<file path="src/rtl/delay_arb_pkg.sv">
// Shared types and round-robin helper for delay_arbiter.
package delay_arb_pkg;

  localparam int DEF_NUM_REQ      = 4;
  localparam int DEF_NUM_CNT_BITS = 8;
  localparam int MAX_REQ          = 16;
  localparam int IDX_W            = 4;

  typedef enum logic [1:0] {IDLE, COUNT, DONE} state_t;

  typedef struct packed {
    logic             vld;
    logic [IDX_W-1:0] idx;
  } pick_t;

  // First set bit scanning upward from ptr, wrapping at n (n need not be a power of 2).
  function automatic pick_t rr_pick(input logic [MAX_REQ-1:0] req,
                                    input logic [IDX_W-1:0]   ptr,
                                    input int                 n);
    pick_t p;
    int    idx;
    p = '0;
    for (int k = MAX_REQ - 1; k >= 0; k--) begin
      if (k < n) begin
        idx = int'(ptr) + k;
        if (idx >= n) idx = idx - n;
        if (req[idx[IDX_W-1:0]]) begin
          p.vld = 1'b1;
          p.idx = idx[IDX_W-1:0];
        end
      end
    end
    return p;
  endfunction

endpackage

</file>
<file path="src/rtl/flex_counter.sv">
// Up-counter with programmable rollover; flag is high while count equals rollover_val.
module flex_counter #(
  parameter int NUM_CNT_BITS = 4
) (
  input  logic                    clk,
  input  logic                    n_rst,
  input  logic                    clear,
  input  logic                    count_enable,
  input  logic [NUM_CNT_BITS-1:0] rollover_val,
  output logic [NUM_CNT_BITS-1:0] count_out,
  output logic                    rollover_flag
);

  logic [NUM_CNT_BITS-1:0] count_q, count_d;
  logic                    flag_q, flag_d;

  always_comb begin
    count_d = count_q;
    flag_d  = flag_q;
    if (clear) begin
      count_d = '0;
      flag_d  = 1'b0;
    end else if (count_enable) begin
      count_d = (count_q == rollover_val) ? {{(NUM_CNT_BITS-1){1'b0}}, 1'b1} : count_q + 1'b1;
      flag_d  = (count_d == rollover_val);
    end
  end

  always_ff @(posedge clk or negedge n_rst) begin
    if (!n_rst) begin
      count_q <= '0;
      flag_q  <= 1'b0;
    end else begin
      count_q <= count_d;
      flag_q  <= flag_d;
    end
  end

  assign count_out     = count_q;
  assign rollover_flag = flag_q;

endmodule

</file>
<file path="src/rtl/delay_arbiter.sv">
// Round-robin sharing of one flex_counter for per-requester programmable waits.
// Optional DELAY_ARB_ABORT_EN: dropping the winner's req during COUNT aborts the job.
module delay_arbiter
  import delay_arb_pkg::*;
#(
  parameter int NUM_REQ      = DEF_NUM_REQ,
  parameter int NUM_CNT_BITS = DEF_NUM_CNT_BITS
) (
  input  logic                            clk,
  input  logic                            n_rst,
  input  logic [NUM_REQ-1:0]              req,
  input  logic [NUM_REQ*NUM_CNT_BITS-1:0] delay,
  output logic [NUM_REQ-1:0]              grant,
  output logic [NUM_REQ-1:0]              done,
  output logic                            busy,
  output logic [NUM_CNT_BITS-1:0]         count_out
);

  state_t                  state_q, state_d;
  logic [NUM_REQ-1:0]      grant_q, grant_d;
  logic [NUM_REQ-1:0]      done_q, done_d;
  logic [IDX_W-1:0]        winner_q, winner_d;
  logic [IDX_W-1:0]        ptr_q, ptr_d;
  logic [NUM_CNT_BITS-1:0] dly_q, dly_d;

  logic [MAX_REQ-1:0]      req_ext;
  pick_t                   pick;
  logic [NUM_CNT_BITS-1:0] sel_dly;
  logic [IDX_W-1:0]        ptr_nxt;
  logic                    clear, cnt_en, roll;

  assign req_ext = MAX_REQ'(req);
  assign pick    = rr_pick(req_ext, ptr_q, NUM_REQ);
  assign ptr_nxt = (winner_q == IDX_W'(NUM_REQ - 1)) ? '0 : winner_q + 1'b1;

  always_comb begin
    sel_dly = '0;
    for (int i = 0; i < NUM_REQ; i++)
      if (pick.idx == IDX_W'(i)) sel_dly = delay[i*NUM_CNT_BITS +: NUM_CNT_BITS];
  end

  always_comb begin
    state_d  = state_q;
    grant_d  = grant_q;
    done_d   = '0;
    winner_d = winner_q;
    ptr_d    = ptr_q;
    dly_d    = dly_q;
    clear    = 1'b1;
    cnt_en   = 1'b0;
    case (state_q)
      IDLE: begin
        if (pick.vld) begin
          for (int i = 0; i < NUM_REQ; i++) grant_d[i] = (pick.idx == IDX_W'(i));
          winner_d = pick.idx;
          dly_d    = (sel_dly == '0) ? {{(NUM_CNT_BITS-1){1'b0}}, 1'b1} : sel_dly;
          state_d  = COUNT;
        end
      end
      COUNT: begin
        clear  = 1'b0;
        cnt_en = 1'b1;
`ifdef DELAY_ARB_ABORT_EN
        if (!req_ext[winner_q]) begin
          state_d = IDLE;
          grant_d = '0;
          clear   = 1'b1;
          ptr_d   = ptr_nxt;
        end else
`endif
        if (roll) begin
          // Clear on the final edge so the wrap back to 1 never reaches count_out.
          state_d = DONE;
          grant_d = '0;
          clear   = 1'b1;
          for (int i = 0; i < NUM_REQ; i++) done_d[i] = (winner_q == IDX_W'(i));
        end
      end
      DONE: begin
        ptr_d   = ptr_nxt;
        state_d = IDLE;
      end
      default: state_d = IDLE;
    endcase
  end

  always_ff @(posedge clk or negedge n_rst) begin
    if (!n_rst) begin
      state_q  <= IDLE;
      grant_q  <= '0;
      done_q   <= '0;
      winner_q <= '0;
      ptr_q    <= '0;
      dly_q    <= {{(NUM_CNT_BITS-1){1'b0}}, 1'b1};
    end else begin
      state_q  <= state_d;
      grant_q  <= grant_d;
      done_q   <= done_d;
      winner_q <= winner_d;
      ptr_q    <= ptr_d;
      dly_q    <= dly_d;
    end
  end

  flex_counter #(.NUM_CNT_BITS(NUM_CNT_BITS)) u_cnt (
    .clk          (clk),
    .n_rst        (n_rst),
    .clear        (clear),
    .count_enable (cnt_en),
    .rollover_val (dly_q),
    .count_out    (count_out),
    .rollover_flag(roll)
  );

  assign grant = grant_q;
  assign done  = done_q;
  assign busy  = (state_q != IDLE);

endmodule
</file>
<file path="config.mk">
export PLATFORM = sky130hd
export DESIGN_NAME = delay_arbiter
export DESIGN_NICKNAME = d
export VERILOG_FILES = /design/src/rtl/delay_arb_pkg.sv /design/src/rtl/flex_counter.sv /design/src/rtl/delay_arbiter.sv
export SDC_FILE = /design/constraint.sdc
export NUM_CORES = 1
export LEC_CHECK = 0
export BUFFER_PORTS_ARGS = -buffer_cell sky130_fd_sc_hd__clkbuf_2
export CORE_ASPECT_RATIO = 1.75
export CORE_UTILIZATION = 58
export DETAILED_ROUTE_END_ITERATION = 8
export GPL_ROUTABILITY_DRIVEN = 0
export PLACE_DENSITY = 0.93
export SETUP_SLACK_MARGIN = 0.4
export SLEW_MARGIN = 20
export SYNTH_ARGS = -nofsm -noshare
export SYNTH_HDL_FRONTEND = slang
export SYNTH_HIERARCHICAL = 1
export SYNTH_SLANG_ARGS = --single-unit
</file>
<file path="constraint.sdc">
create_clock -name clk -period 4.35 [get_ports clk]
set_input_delay 0.2175 -clock clk [delete_from_list [all_inputs] [get_ports clk]]
set_output_delay 0.2175 -clock clk [all_outputs]
set_load 0.005 [all_outputs]
</file>
Yosys cells after proc, flatten, opt, wreduce, memory -nomap -nowiden
Index checks and enable logic that the tools add are counted.
{"block": "totals", "regBits": 35, "input_bits": 38, "out_inout_bits": 17, "wordCells": 85}
{"block": "op_classes", "add_sub_neg": 9, "magnitude_cmp": 8, "n_eq_ne": 12, "muxes": 38, "reduce_logical": 10}
{"op": "2-to-1 mux 8 bit", "count": 8}
{"op": "2-to-1 mux 4 bit", "count": 9}
{"op": "< comparator 4 x 5 -> 1 bit, second input constant", "count": 4}
{"op": "2-to-1 mux 5 bit", "count": 4}
{"op": "binary-select mux 1 bit (select 4 bit)", "count": 4}
{"op": "equality test 4 x 2 -> 1 bit, second input constant", "count": 4}
{"op": "equality test 8 bit", "count": 2}
{"op": "subtractor 4 x 3 -> 4 bit, second input constant", "count": 4}
{"op": ">= comparator 5 x 3 -> 1 bit, second input constant", "count": 3}
{"op": "adder 4 x 2 -> 5 bit, second input constant", "count": 2}
{"op": "2-to-1 mux 1 bit", "count": 9}
{"op": "adder 8 x 1 -> 8 bit, second input constant", "count": 1}
{"op": "equality test 4 x 1 -> 1 bit, second input constant", "count": 2}
{"op": "zero test 4 bit", "count": 2}
{"op": "zero test 8 bit", "count": 1}
{"op": "one-hot mux 4 bit (2 select lines)", "count": 1}
{"op": "nonzero test 2 bit", "count": 3}
{"op": "adder 4 x 1 -> 5 bit, second input constant", "count": 1}
{"op": "adder 4 x 1 -> 4 bit, second input constant", "count": 1}
{"op": ">= comparator 4 x 3 -> 1 bit, second input constant", "count": 1}
{"op": "2-to-1 mux 2 bit", "count": 2}
{"op": "one-hot mux 2 bit (2 select lines)", "count": 1}
{"op": "AND reduction 2 bit", "count": 2}
{"op": "AND reduction 3 bit", "count": 1}
{"op": "other kinds (5)", "count": 5}

Longest topological paths before layout
Gate-level depths: netlist (run 1).
{"block": "logic_depth", "word_depth": 16, "ltp_mapped": 15, "ltp_nobuf": 14}

Modules after synthesis
Netlist (run 1), hierarchy kept.
{"module": "delay_arbiter", "instances": 1, "cells_per_inst": 276, "area_per_inst_um2": 2528.7, "seq_area_each_um2": 651.9}
{"module": "flex_counter", "instances": 1, "cells_per_inst": 117, "area_per_inst_um2": 965.9, "seq_area_each_um2": 225.2}

Worst setup path before layout (run 1)
OpenSTA, ideal clock, no wires.
{"block": "synth_timing", "kind": "reg-to-reg", "start": "register ptr_q[0]", "end": "register dly_q[0]", "setup_time_ns": 0.091, "arrival_time_ns": 3.401, "required_ns": 4.259, "path_slack_ns": 0.858, "path_stages_with_launch": 16, "n_path_buf": 1, "synth_period_minus_slack_ns": 3.492, "path_cell_list": "dfrtp_1 -> buf_6 -> inv_2 -> ha_1 -> xor2_1 -> inv_1 -> ha_1 -> a22o_1 -> mux2i_1 -> o211ai_4 -> o22ai_4 -> nand2_4 -> o21ai_4 -> mux4_2 -> nand2b_1 -> o31ai_1"}
{"block": "synth_between", "elab_chain_len": 16, "elab_cells_between_ends": 38, "cone_classes": "add/sub (7); order compare (4); eq/ne (3); mux (21); reduce/logical (3)"}
{"item": "start: declaration", "line_no": "delay_arbiter.sv:23", "text": "logic [IDX_W-1:0] ptr_q, ptr_d;"}
{"item": "start signal: assignment", "line_no": "delay_arbiter.sv:100", "text": "ptr_q <= ptr_d;"}
{"item": "adder 4 x 2 -> 5 bit", "line_no": "delay_arb_pkg.sv:25", "text": "idx = int'(ptr) + k;"}
{"item": "subtractor 4 x 3 -> 4 bit / >= comparator 5 x 3 -> 1 bit (equally long branches)", "line_no": "delay_arb_pkg.sv:26", "text": "if (idx >= n) idx = idx - n;"}
{"item": "2-to-1 mux 4 bit", "line_no": "delay_arb_pkg.sv:26"}
{"item": "binary-select mux 1 bit (select 4 bit)", "line_no": "delay_arb_pkg.sv:27", "text": "if (req[idx[IDX_W-1:0]]) begin"}
{"item": "2-to-1 mux 1 bit (implied by the code)", "line_no": "delay_arb_pkg.sv:27"}
{"item": "2-to-1 mux 5 bit (3 in a row)", "line_no": "delay_arb_pkg.sv:27"}
{"item": "2-to-1 mux 5 bit (*)", "line_no": "delay_arb_pkg.sv:27"}
{"item": "zero test 4 bit", "line_no": "delay_arbiter.sv:39", "text": "if (pick.idx == IDX_W'(i)) sel_dly = delay[i*NUM_CNT_BITS +: NUM_CNT_BITS];"}
{"item": "2-to-1 mux 8 bit (4 in a row)", "line_no": "delay_arbiter.sv:39"}
{"item": "zero test 8 bit", "line_no": "delay_arbiter.sv:56", "text": "dly_d = (sel_dly == '0) ? {{(NUM_CNT_BITS-1){1'b0}}, 1'b1} : sel_dly;"}
{"item": "2-to-1 mux 8 bit", "line_no": "delay_arbiter.sv:56"}
{"item": "end signal: assignment", "line_no": "delay_arbiter.sv:94", "text": "dly_q <= {{(NUM_CNT_BITS-1){1'b0}}, 1'b1};"}
{"item": "end signal: assignment", "line_no": "delay_arbiter.sv:101", "text": "dly_q <= dly_d;"}
{"item": "end: declaration", "line_no": "delay_arbiter.sv:24", "text": "logic [NUM_CNT_BITS-1:0] dly_q, dly_d;"}
Every way passes the cells marked *; elsewhere a longest branch is shown, timed or not. The select of a mux whose other input is x is not followed.
A chain may end at the register's enable or synchronous reset.

Worst setup path after layout (run 1)
{"block": "layout_timing", "start": "register ptr_q[1]", "end": "register dly_q[0]"}
The elaborated chain is that of the path after synthesis.

==> results.toml, run 1 <==
[power_and_ir_drop]
seq_power_share_pct = 48.1
vdd_drop_max_mv = 0.130
internal_power_mw = 0.491
power-per-cell-area_nw_per_um2 = 175
p_sw_share_pct = 27.5
p_sw_mw = 0.186
total_power_mw = 0.677
pwr-share-comb_pct = 18.0
p_clk_share_pct = 33.9
p_leak_nw = 1.72

[clock_network]
clk_pin_slew_ps = 70
cts-buffers-inserted = 5
postCtsHoldBufs = 0
cts_tree = "done"
cts_num_sinks = 35
worstSkewPairLatency_ps = 290
clockBufferDepth = 2
cts_max_level = 2
cts_root_buf = "clkbuf_8"

[setup_path]
regToRegSetupSlack_ps = 660
crit_slowest_cell = "mux4_2"
rr_endpoint = "dly_q[0]"
critPathKind = "reg -> reg"
slowest_delay_ps = 520
r2r-start = "ptr_q[1]"
cp_top_family = "compound AO/OA/AOI/OAI gates"
critPathBufInv = 2
cp_data_arrival_time_ps = 3880
worstRegToRegCells = 14
path_max_fanout = 9
endpoint_kind = "register"
cp-start-kind = "register"
required_ps = 4540
crit_chain = "inv_1 -> ha_1 -> xor2_1 -> inv_1 -> ha_1 -> a22o_1 -> mux2i_2 -> o211ai_4 -> o22ai_4 -> nand2_4 -> o21ai_4 -> mux4_2 -> nand2b_1 -> o31ai_1"
crit_cells = 14

[synth]
synth_area_leaders = "dfrtp_1 (24%), ha_1 (6.1%), mux2i_1 (4.0%), nor2_1 (3.9%), nand2_1 (3.3%)"
synth_warnings = 6
synth-edff-count = 0
syn_avg_cell_area_sq_um = 8.89
synthCells = 393
synth_top_cell_by_area = "dfrtp_1"
synth_area_sq_um = 3490
ys.flop_type = "dfrtp_1"
async_flop_share_pct = 100
synth_nets = 448
synthDistinctLibCells = 79
yosys_register_bits = 35
yosysTopAreaCellShare_pct = 24.3
yosysSeqAreaShare_pct = 25.1

[sta]
setup_viol = 0
hold_viol = 0
setup_tns_ps = 0
slew_viol_final = 0
rsz0062_at_grt = "false"
finalCritPeriodShare_pct = 84.8
setup_slack_ps = 660
tightest_slew_ps = 858
period_needed_ps = 3690
max_freq_mhz = 271
hold_ws_ps = 28.4
slew_headroom_pct = 42.8
timing.clock.skew_ps = 3.68

[run_status]
outcome = "finished clean"

[layout]
stdcell_area_sq_um = 3860
layout_common_cells = "clkbuf_2 (54), nor2_1 (35), dfrtp_1 (33)"
fillerInstances = 476
postLayoutCoreUtil_pct = 66.2
final_common_cell = "clkbuf_2"
syn2layout_area_growth_pct = 10.6
final_nets = 494
finalNonFillerCells = 518
drive_gt1_share_pct = 28.2
antenna_cells = 0

[place]
port_buffers = 54
hpwl_um = 6660
dp_worst_setup_slack_ps = 438
placed_cells = 505
dpl_cell_area_sq_um = 3720

[global_route]
grt_overflow = 0
grt_start_max_net_pins = 49
antenna_found_initial = 0
grt_pass1_vias = 3243
grt_pass1_wl_um = 14800
track_usage_pct = 30.4

[drt]
viasPerCell = 6.51
dr.pass1.iters = 5
wl_per_cell_um = 17.4
totalWireLength_um = 9000
drc = 0
via_count = 3370
detail-route-antenna-nets = 0
dr.first_iter.drc_count = 285

[floorplanning]
dieWidth_um = 60.7
fp-row-count = 37
dieArea_sq_um = 6350
die_y_um = 105
initial_utilization_pct = 59.9
coreArea_sq_um = 5830
ios = 55

[run]
cap_viol_max_count = 0

[min_path]
hold_path.class = "in -> async"
-- worst register-to-register path, stage by stage, from the launching register on --
cell and delay (ps):
dfrtp_2 480, inv_1 180, ha_1 190, xor2_1 320, inv_1 90, ha_1 210
a22o_1 220, mux2i_2 260, o211ai_4 160, o22ai_4 210, nand2_4 100, o21ai_4 210
mux4_2 520, nand2b_1 160, o31ai_1 280
-- worst max path at each step --
stage | startpoint | end | slack, ps
2_1_floorplan | ptr_q[0] | dly_q[0] | 860
4_1_cts | ptr_q[1] | dly_q[0] | 410
3_3_place_gp | ptr_q[1] | dly_q[0] | 650
6_report | ptr_q[1] | dly_q[0] | 660
3_5_place_dp | ptr_q[1] | dly_q[0] | 440
5_1_grt | ptr_q[2] | dly_q[0] | 420
-- cell type report --
cell class                 count  area [sq um]  share of cell area (%)
sequential                    35           878                    22.7
clock inverter                 1          5.00                   0.130
multi-input combinational    317          2400                    62.1
inverter                      17          63.8                    1.65
timing repair buffer          63           342                    8.84
clock buffer                   7          76.3                    1.98
tap                           78          97.6                    2.53
-- kinds of logic (layout without fill, tap and decap cells) --
family | after synthesis | after routing | synth area share, %
AND/OR/NAND/NOR | 142 | 142 | 21.8
XOR/XNOR | 22 | 22 | 6.37
adder cells (fa/ha/maj) | 17 | 17 | 6.09
buffers and inverters | 41 | 88 | 6.66
multiplexers | 26 | 26 | 9.27
flip-flops | 35 | 35 | 25.1
AO/OA/AOI/OAI | 110 | 110 | 24.7
-- cells in the mapped netlist (all sizes together) (3+ instances only) --
master  number
nor2        40
dfrtp       34
nand2       33
o21ai       30
nand3       21
buf         18
a21oi       17
ha          17
inv         17
mux2i       14
xnor2       14
nor3        13
a211oi       8
mux2         8
o31ai        8
xor2         8
a22oi        6
clkbuf       6
nand4        6
and2         5
nand2b       5
a31oi        4
mux4         4
nor2b        4
o211ai       4
a32oi        3
nand3b       3
nor4         3
o21a         3
o221a        3
o22ai        3
o41ai        3
or2          3
-- flip-flops by register name, summed over array words and instances, names as in the netlist --
register	count
u_cnt/rollover_flag	1
done	4
u_cnt/count_out	8
winner_q	4
ptr_q	4
grant	4
state_q	2
dly_q	8
-- metal layers --
metal	wire, um	GRT usage, %
met3	472	4.58
met1	3180	32.8
met2	4810	52.4
met4	535	19.0
met5	0	0
-- power by group through the flow --
stage / registers (mW) / logic (mW) / clock network (mW)
2_1_floorplan: 0.332 / 0.0741 / 0
3_3_place_gp: 0.332 / 0.111 / 0
3_5_place_dp: 0.332 / 0.113 / 0
4_1_cts: 0.325 / 0.114 / 0.231
5_1_grt: 0.325 / 0.134 / 0.243
6_report: 0.325 / 0.122 / 0.229
-- timing repair --
| item | 4_1_cts | 5_1_grt |
|---|---|---|
| gates resized for setup | 0 | 6 |
| endpoints found under the setup margin | 0 | 2 |
| buffers inserted | 0 | 5 |
(Power assumes the default switching activity.)
==> run 2, diff against run 1 <==
--- a/config.mk
+++ b/config.mk
@@ -7,10 +7,10 @@
 export LEC_CHECK = 0
 export BUFFER_PORTS_ARGS = -buffer_cell sky130_fd_sc_hd__clkbuf_2
 export CORE_ASPECT_RATIO = 1.75
-export CORE_UTILIZATION = 58
+export CORE_UTILIZATION = 52
 export DETAILED_ROUTE_END_ITERATION = 8
 export GPL_ROUTABILITY_DRIVEN = 0
-export PLACE_DENSITY = 0.93
+export PLACE_DENSITY = 0.89
 export SETUP_SLACK_MARGIN = 0.4
 export SLEW_MARGIN = 20
 export SYNTH_ARGS = -nofsm -noshare
==> constraint.sdc (replaced) <==
create_clock -name clk -period 3.03 [get_ports clk]
set_input_delay 0.1515 -clock clk [delete_from_list [all_inputs] [get_ports clk]]
set_output_delay 0.1515 -clock clk [all_outputs]
set_load 0.005 [all_outputs]
==> results.toml, run 2 (synthesized netlist as in run 1, its figures left out) <==
[floorplanning]
dieWidth_um = 64.0
ios = 55
die_y_um = 110
dieArea_sq_um = 7070
initial_utilization_pct = 53.8
coreArea_sq_um = 6490
fp-row-count = 39

[setup_path]
path_max_fanout = 5
r2r-start = "ptr_q[1]"
worstRegToRegCells = 12
rr_endpoint = "dly_q[2]"
critPathCapture = "dly_q[2]"
required_ps = 3190
cp_data_arrival_time_ps = 3470
critPathKind = "reg -> reg"
endpoint_kind = "register"
cp-startpoint = "ptr_q[1]"
crit_slowest_cell = "dfrtp_2"
regToRegSetupSlack_ps = -280
slowest_delay_ps = 440
crit_chain = "ha_4 -> nand2_4 -> xnor2_2 -> ha_1 -> and2b_2 -> a31oi_4 -> o211ai_1 -> a31oi_2 -> or2_4 -> mux4_2 -> buf_4 -> mux2_4"
cp-start-kind = "register"

[layout]
drive_gt1_share_pct = 43.3
syn2layout_area_growth_pct = 33.0
antenna_cells = 0
final_common_cell = "clkbuf_2"
final_nets = 537
layout_common_cells = "clkbuf_2 (54), buf_4 (42), nor2_1 (32)"
multi_input_area_sq_um = 2730
seqCellArea_sq_um = 881
fillerInstances = 425

[drt]
via_count = 3775
wl_per_cell_um = 21.7
detail-route-antenna-nets = 0
totalWireLength_um = 12200
viasPerCell = 6.68
dr.pass1.iters = 5
dr.first_iter.drc_count = 477
drc = 0

[place]
hpwl_um = 7550
port_buffers = 54
dp_worst_setup_slack_ps = -250

[run]
cap_viol_max_count = 0

[sta]
slew_viol_final = 0
rsz0062_at_grt = "true"
hold_viol = 15
finalCritPeriodShare_pct = 109
setup_slack_ps = -282
tightest_slew_ps = 893
max_freq_mhz = 302
period_needed_ps = 3310
timing.clock.skew_ps = 3.47
slew_headroom_pct = 40.5
hold_ws_ps = -7.61
setup_viol = 7
setup_tns_ps = -1000

[global_route]
antenna_found_initial = 0
grt_start_max_net_pins = 43
use_met3_pct = 3.82
track_usage_pct = 31.4
grt_use_met2_pct = 57.1
grt_pass1_vias = 3724
use_met1_pct = 31.0
busiest_layer = "met2"
grt_overflow = 0
grt_pass1_wl_um = 17400

[clock_network]
worstSkewPairLatency_ps = 280
cts-buffers-inserted = 5
cts_max_level = 2
cts_root_buf = "clkbuf_16"
postCtsHoldBufs = 0
clk_pin_slew_ps = 60
cts_num_sinks = 35
clockBufferDepth = 2
cts_tree = "done"

[power_and_ir_drop]
power-per-cell-area_nw_per_um2 = 275
p_leak_nw = 2.03
vdd_drop_max_mv = 0.257

[run_status]
violations = "hold timing, setup timing"
outcome = "complete, but fails checks"

[min_path]
hold_path.class = "in -> async"
==> run 2: cell count changes in the layout (fill, tap and decap cells not counted), moves of 4 or more <==
cell       delta
clkbuf_16     +5
buf_6         +5
ha_1          -5
o21ai_0       -5
o31ai_1       -4
buf_4        +34
==> run 2: worst min-delay path by stage <==
stage	to	depth (start not counted)	slack [ps]	start
2_1_floorplan	dly_q[1]	0	-140	n_rst
3_3_place_gp	done[2]	1	290	n_rst
3_5_place_dp	done[3]	1	300	n_rst
6_report	done[3]	1	-8	n_rst
5_1_grt	done[3]	1	60	n_rst
4_1_cts	done[3]	1	10	n_rst
==> run 2: repair_timing <==
action	CTS	global route
pin swaps	14	8
cloned	0	2
buffers inserted	9	5
resized for setup	40	29
endpoints found under the hold margin	0	0
endpoints found under the setup margin	15	17
==> run 2: critical path, delay by kind of cell (launching register included) <==
family / cells / cell delay [ps]
AOI/OAI and AO/OA: 3 / 820
xor gates and xnor gates: 1 / 150
adders and majority gates: 2 / 510
buffers and inverters: 1 / 160
DFF: 1 / 440
muxes: 2 / 570
and+or+nand+nor: 3 / 540
==> run 2: routing by layer <==
metal	wire length, um	up-vias	part of all wire, %
li1	-	1625	-
met1	4050	1786	33
met2	6290	276	51
met3	892	88	7.3
met4	1010	0	8.2
met5	0	-	0
==> run 2: stage by stage <==
step	utilization (%)	power [mW]	cells	instance area, sq um
2_1_floorplan	-	0.584	393	3540
3_3_place_gp	62.1	0.662	541	4030
3_5_place_dp	62.1	0.669	541	4030
4_1_cts	68.9	1.24	558	4470
5_1_grt	71.6	1.30	565	4650
6_report	71.6	1.28	565	4650
==> run 2: report_power, final <==
| group | total, mW | internal, mW | switching, mW |
|---|---|---|---|
| logic | 0.262 | 0.116 | 0.146 |
| registers | 0.468 | 0.468 | 0 |
| clock network | 0.547 | 0.350 | 0.197 |
==> run 2: area by class of cell <==
class	count	area share [%]
flip-flops and latches	35	19.0
repair buffers	106	15.2
multi-input cells	317	58.7
clock buffers	8	3.36
well taps	82	2.21
inverters	17	1.59
==> run 3, diff against run 2 <==
--- a/config.mk
+++ b/config.mk
@@ -7,11 +7,14 @@
 export LEC_CHECK = 0
 export BUFFER_PORTS_ARGS = -buffer_cell sky130_fd_sc_hd__clkbuf_2
 export CORE_ASPECT_RATIO = 1.75
-export CORE_UTILIZATION = 52
+export CORE_UTILIZATION = 54
+export CTS_BUF_LIST = sky130_fd_sc_hd__clkbuf_8
 export DETAILED_ROUTE_END_ITERATION = 8
 export GPL_ROUTABILITY_DRIVEN = 0
-export PLACE_DENSITY = 0.89
+export GPL_TIMING_DRIVEN = 1
+export PLACE_DENSITY = 0.92
 export SETUP_SLACK_MARGIN = 0.4
+export SKIP_LAST_GASP = 1
 export SLEW_MARGIN = 20
 export SYNTH_ARGS = -nofsm -noshare
 export SYNTH_HDL_FRONTEND = slang
==> results.toml, run 3 (synthesized netlist as in run 1, its figures left out) <==
[run_status]
outcome = "complete, but fails checks"
violations = "setup timing"

[global_route]
grt_overflow = 0
grt_pass1_wl_um = 15900
track_usage_pct = 30.1
grt_pass1_vias = 3423
antenna_found_initial = 0
grt_start_max_net_pins = 43

[floorplanning]
ios = 55
coreArea_sq_um = 6230
die_y_um = 108
fp-row-count = 38
dieWidth_um = 62.8
dieArea_sq_um = 6810
initial_utilization_pct = 56.1

[drt]
viasPerCell = 6.42
highest_layer = "met4"
wl_per_cell_um = 18.2
totalWireLength_um = 10200
drc = 0
detail-route-antenna-nets = 0
wl_met3_um = 529
dr.pass1.iters = 5
m1WireLength_um = 3490
dr.first_iter.drc_count = 252
via_count = 3590
route.met2.wl_um = 5540

[sta]
setup_tns_ps = -210
slew_viol_final = 0
rsz0062_at_grt = "true"
slew_headroom_pct = 43.3
hold_viol = 0
timing.clock.skew_ps = 5.74
hold_ws_ps = 311
period_needed_ps = 3170
max_freq_mhz = 316
setup_viol = 4
setup_slack_ps = -139
finalCritPeriodShare_pct = 105
tightest_slew_ps = 850

[power_and_ir_drop]
p_clk_share_pct = 38.5
vdd_drop_max_mv = 0.166
p_sw_share_pct = 26.1
internal_power_mw = 0.840
p_leak_nw = 1.97
seq_power_share_pct = 41.1
pwr-share-comb_pct = 20.3
total_power_mw = 1.14
power-per-cell-area_nw_per_um2 = 254
p_sw_mw = 0.296

[layout]
antenna_cells = 0
final_nets = 533
drive_gt1_share_pct = 40.3
stdcell_area_sq_um = 4470
postLayoutCoreUtil_pct = 71.8
final_common_cell = "clkbuf_2"
finalNonFillerCells = 559
fillerInstances = 439
syn2layout_area_growth_pct = 27.9
layout_common_cells = "clkbuf_2 (54), buf_4 (42), nor2_1 (33)"

[clock_network]
cts_num_sinks = 35
clk_pin_slew_ps = 70
worstSkewPairLatency_ps = 300
cts_root_buf = "clkbuf_8"
cts-buffers-inserted = 5
clockBufferDepth = 2
cts_max_level = 2
cts_tree = "done"

[place]
dp_worst_setup_slack_ps = -177
placed_cells = 542
hpwl_um = 6870
dpl_cell_area_sq_um = 4060
port_buffers = 54

[setup_path]
cp_data_arrival_time_ps = 3380
path_max_fanout = 3
required_ps = 3240
critPathKind = "reg -> reg"
endpoint_kind = "register"
cp-start-kind = "register"

[run]
cap_viol_max_count = 0

[min_path]
hold_path.class = "in -> reg"
## run 3: metal layers
layer	track usage, %	vias to the layer above
li1	-	1611
met5	0	-
met1	30.2	1727
met4	21.6	0
met2	56.8	197
met3	3.38	55
## run 3: area by class of cell
class	count	area [sq um]	area share, %
inverter	17	73.8	1.65
timing repair buffer	102	673	15.1
tap	80	100	2.24
sequential	35	881	19.7
clock buffer	6	82.6	1.85
multi-input combinational	317	2630	58.7
clock inverter	2	35.0	0.784
## run 3: final timing paths
check	start	to	slack, ps	cells past startpoint
hold / removal	delay[3]	dly_q[0]	310	4
min in group asynchronous	n_rst	done[1]	480	2
hold reg to reg	grant[3]	grant[3]	530	2
setup / recovery	ptr_q[2]	dly_q[0]	-140	13
max in group asynchronous	n_rst	ptr_q[2]	1960	2
setup reg to reg	ptr_q[2]	dly_q[0]	-140	13
## run 3: timing repair
action | in CTS | in global routing
resized for setup | 33 | 12
cloned | 1 | 0
hold endpoints to repair | 34 | 0
hold buffers | 1 | 0
setup buffers | 2 | 5
endpoints found under the setup margin | 16 | 17
pin swaps | 16 | 6
## run 3: power groups by stage
stage               Combinational [mW]  Sequential [mW]  Clock, mW
global placement                 0.187            0.476          0
detailed placement               0.191            0.476          0
global route                     0.247            0.467      0.465
floorplan                        0.108            0.476          0
CTS                              0.212            0.467      0.442
finish                           0.231            0.467      0.438
## run 3: critical path: stages (launching register included)
cell	delay, ps
dfrtp_2	440
ha_4	190
nand2_1	100
xnor2_2	200
ha_1	260
and2b_2	250
a31oi_4	60
o211ai_1	290
a31oi_4	140
or2_4	280
buf_4	160
a32oi_2	290
o2111ai_2	210
o31ai_4	210
